### src/rtl/shift_add_multiplier.sv
// Sequencer and X/A/B/M register file for an 8x8 signed add/shift multiplier.
// Drives an external 9-bit add/subtract stage and captures its result into {X,A}.
module shift_add_multiplier (
  input  logic       Clk,
  input  logic       Reset,
  input  logic       Run,
  input  logic       ClearA_LoadB,
  input  logic [7:0] Din,
  input  logic [8:0] adder_sum,
  output logic [7:0] adder_a,
  output logic [7:0] adder_b,
  output logic       adder_fn,
  output logic [7:0] Aval,
  output logic [7:0] Bval,
  output logic       X,
  output logic       busy,
  output logic       done
);

  typedef enum logic [2:0] {
    StIdle,
    StStart,
    StAdd,
    StShift,
    StDone
  } state_e;

  state_e     state_q, state_d;
  logic       x_q, x_d;
  logic [7:0] a_q, a_d;
  logic [7:0] b_q, b_d;
  logic [7:0] m_q, m_d;
  logic [2:0] cnt_q, cnt_d;

  always_ff @(posedge Clk) begin
    if (Reset) begin
      state_q <= StIdle;
      x_q     <= 1'b0;
      a_q     <= 8'h00;
      b_q     <= 8'h00;
      m_q     <= 8'h00;
      cnt_q   <= 3'd0;
    end else begin
      state_q <= state_d;
      x_q     <= x_d;
      a_q     <= a_d;
      b_q     <= b_d;
      m_q     <= m_d;
      cnt_q   <= cnt_d;
    end
  end

  always_comb begin
    state_d = state_q;
    x_d     = x_q;
    a_d     = a_q;
    b_d     = b_q;
    m_d     = m_q;
    cnt_d   = cnt_q;
    case (state_q)
      StIdle: begin
        if (Run) begin
          state_d = StStart;
        end else if (ClearA_LoadB) begin
          x_d = 1'b0;
          a_d = 8'h00;
          b_d = Din;
        end
      end
      StStart: begin
        // B is deliberately kept so back-to-back runs reuse the previous low byte
        x_d     = 1'b0;
        a_d     = 8'h00;
        m_d     = Din;
        cnt_d   = 3'd0;
        state_d = StAdd;
      end
      StAdd: begin
        if (b_q[0]) begin
          {x_d, a_d} = adder_sum;
        end
        state_d = StShift;
      end
      StShift: begin
        a_d = {x_q, a_q[7:1]};
        b_d = {a_q[0], b_q[7:1]};
        if (cnt_q == 3'd7) begin
          state_d = StDone;
        end else begin
          cnt_d   = cnt_q + 3'd1;
          state_d = StAdd;
        end
      end
      StDone: begin
        if (!Run) begin
          state_d = StIdle;
        end
      end
      default: state_d = StIdle;
    endcase
  end

  // The multiplier's sign bit carries negative weight, so the last partial product subtracts
  assign adder_fn = (state_q == StAdd) && (cnt_q == 3'd7);
  assign adder_a  = a_q;
  assign adder_b  = m_q;
  assign Aval     = a_q;
  assign Bval     = b_q;
  assign X        = x_q;
  assign busy     = (state_q == StStart) || (state_q == StAdd) || (state_q == StShift);
  assign done     = (state_q == StDone);

endmodule
### config.mk
export PLATFORM = sky130hd
export DESIGN_NAME = shift_add_multiplier
export DESIGN_NICKNAME = d
export VERILOG_FILES = /design/src/rtl/shift_add_multiplier.sv
export SDC_FILE = /design/constraint.sdc
export NUM_CORES = 1
export LEC_CHECK = 0
export CAP_MARGIN = 20
export CORE_MARGIN = 2
export CORE_UTILIZATION = 39
export DETAILED_ROUTE_END_ITERATION = 10
export GPL_TIMING_DRIVEN = 0
export PLACE_DENSITY_LB_ADDON = 0.08
export SYNTH_ARGS = -nofsm -noshare
export SYNTH_HDL_FRONTEND = slang
export SYNTH_SLANG_ARGS = --single-unit
### constraint.sdc
create_clock -name Clk -period 4.3 [get_ports Clk]
set_input_delay 0.86 -clock Clk [delete_from_list [all_inputs] [get_ports Clk]]
set_output_delay 0.86 -clock Clk [all_outputs]
set_load 0.05 [all_outputs]
==> run metrics <==
# Post-CTS Setup Buffers 0; crit path launch type register; Slew Viols, Final 0; HPWL Detailed 2.70 mm; Post-Syn Area per Cell 9.02 sq um; Worst EP required 3440 ps; nets 252; Die ar. 4320 sq um; Max-Cap Viols 0; Pint 0.502 mW; Crit Path Max Fanout 6; CP max stage delay 790 ps; Total Power 0.727 mW; Avg WL per Cell 12.9 microns; vias in the first global route 1334; Sw Pwr 0.225 mW; Clk pwr share 31.1%; grt ovf 0; # IOs 57; Max Freq 348 MHz; CTS Sinks 31; critical path type register to primary output; CTS root buffer clkbuf_8; Initial Utilization 40.6%; run status complete, no violations; Post-Syn Nets 188; arrival time worst endpoint 2020 ps; pin count of the biggest net entering global routing 11; Routed Antenna Nets 0; antenna violations before repair 0; first-pass GRT wire length 5.99 mm; worst hold start adder_b[5]$_SDFFE_PP0P_; Place WS 1590 ps; setup TNS 0 ps; synth unique cells 29; clock latency on the worst-skew pair 280 ps; critical path's most frequent cell ha_1; Flop pwr share 43.2%; Rows 22; pwr dens 330 nW/um^2; Final period util 66.9%; CTS Hold Buffers Added 0; number of synthesized register bits 31; vias per inst 5.07; Pre-Repair DR Iteration Count 5; cell family with most CP delay buffers and inverters; Logic pwr share 25.7%; CTS tree done; Leakage 0.856 nW; # port buffers 56; drt total wl 3.59 mm; TritonCTS Buffers 5; Worst Max-Slew Pin Slew 653 ps; Fin. Hold Viols 0; Hold Slack 455 ps; Die H 65.8 microns; critical-path cell list ha_1 > ha_1 > and3_1 > clkdlybuf4s50_1; RSZ-0062 raised after global routing false; share of post-route cells with drive strength above 1 12.7%; Slew HR 56.5%; clk_skew 5.39 ps; n_diodes 0; worst min path class register to register; DRT iter0 DRCs 80; worst setup margin 1420 ps; DRC 0; worst-path cell with the longest stage delay clkdlybuf4s50_1; Final setup viols 0; H-tree lvl count 2; Critical Path Sink Type primary output; Yosys warning count 0; most common cell after layout, fill and taps aside clkdlybuf4s50_1; sequential share of the synthesized area 41.7%; r2r setup slk 2570 ps; Sw Share 30.9%; WP buf/inv 1; cell area after synthesis 1490 sq um; Crit. Startpoint cnt_q[0]$_SDFFE_PP0P_; GRT Util Overall 18.2%; Period minus WS final 2880 ps; CTS resizes 0; core area 3660 sq um; Die Wd 65.8 microns; Area growth, synth to finish 47.9%; most frequent cells in the layout clkdlybuf4s50_1, dfxtp_1, nand2_1, mux2i_1, a21oi_1; vias 1405; CTS Buffer Depth 2; Reg clk slew, reported paths 60 ps; Max VDD drop 0.000154 V; R2R Path Start state_q[0]$_SDFFE_PP0P_; GPL Wtd Cong 0.778; Mapped Cells 165
worst register-to-register path: cells and delay by family, from the launching register on:
kind | cells | cell delay (ps)
flip-flops | 1 | 310
buffers and inverters | 2 | 310
AO/OA/AOI/OAI | 2 | 430
AND/OR/NAND/NOR | 2 | 610
metrics by stage:
stage | area [sq um] | instances | utilization, %
3_5_place_dp | 2110 | 269 | 57.6
6_report | 2200 | 277 | 60.1
4_1_cts | 2200 | 276 | 60.0
2_1_floorplan | 1490 | 165 | -
5_1_grt | 2200 | 277 | 60.1
3_3_place_gp | 2110 | 269 | 57.6
routing by layer:
metal	up-vias	GRT usage, %	share of wire (%)
li1	707	-	-
met1	655	23.8	46
met2	37	28.9	48
met3	6	4.28	5.0
met4	0	7.29	1.5
met5	-	0	0
power groups by stage:
stage	logic, mW	registers [mW]	clock network, mW
2_1_floorplan	0.0761	0.364	0
3_3_place_gp	0.184	0.320	0
3_5_place_dp	0.187	0.320	0
4_1_cts	0.187	0.314	0.234
5_1_grt	0.201	0.316	0.246
6_report	0.187	0.314	0.226
synth_stat cells:
cell type / instances / share of area [%]
or2_2: 1 / 0.42
or4b_4: 1 / 0.92
and2_1: 1 / 0.42
and3_1: 1 / 0.42
o21ai_0: 1 / 0.34
a211oi_1: 6 / 3.0
nand3b_1: 9 / 4.5
or3b_2: 3 / 1.8
nor2_1: 14 / 3.5
buf_2: 3 / 1.0
inv_1: 1 / 0.25
nor3b_1: 1 / 0.50
clkbuf_1: 7 / 1.8
a21oi_4: 1 / 1.1
buf_4: 8 / 4.0
o31ai_1: 8 / 4.0
or3_1: 1 / 0.42
o311ai_0: 1 / 0.59
nand4_1: 1 / 0.42
nand3_1: 5 / 1.7
a211oi_2: 2 / 1.7
a21oi_1: 15 / 5.0
buf_6: 2 / 1.5
nand2_1: 21 / 5.3
a21o_1: 1 / 0.50
mux2i_1: 16 / 11
ha_1: 2 / 1.7
dfxtp_1: 31 / 42
nand4b_1: 1 / 0.59
path summary, 6_finish.rpt:
check                                          endpoint  cells after the start
worst max-delay path                           adder_fn                      4
worst min-delay path            adder_b[5]$_SDFFE_PP0P_                      2
worst max register to register     Bval[7]$_SDFFE_PP0P_                      6
worst min register to register  adder_b[5]$_SDFFE_PP0P_                      2
state kept, by name, indices dropped and copies added, names as in the netlist:
name     count
state_q      3
Bval         8
Aval         8
cnt_q        3
adder_b      8
X            1
area by class of cell:
type	count	area, sq um
buffer	20	124
clock buffer	6	82.6
clock inverter	1	5.00
fill	348	1460
inverter	1	3.75
multi-input combinational	113	739
sequential	31	621
tap	48	60.1
timing repair buffer	57	566
kinds of logic (layout without fill, tap and decap cells):
kind of cell	after synthesis	in the layout	share of synthesized area [%]
multiplexers	16	16	10.8
adder cells (fa/ha/maj)	2	2	1.68
buffers and inverters	21	85	8.58
AND/OR/NAND/NOR	60	60	20.9
AO/OA/AOI/OAI	35	35	16.3
flip-flops	31	31	41.7
Power figures use the tool's default switching activity.
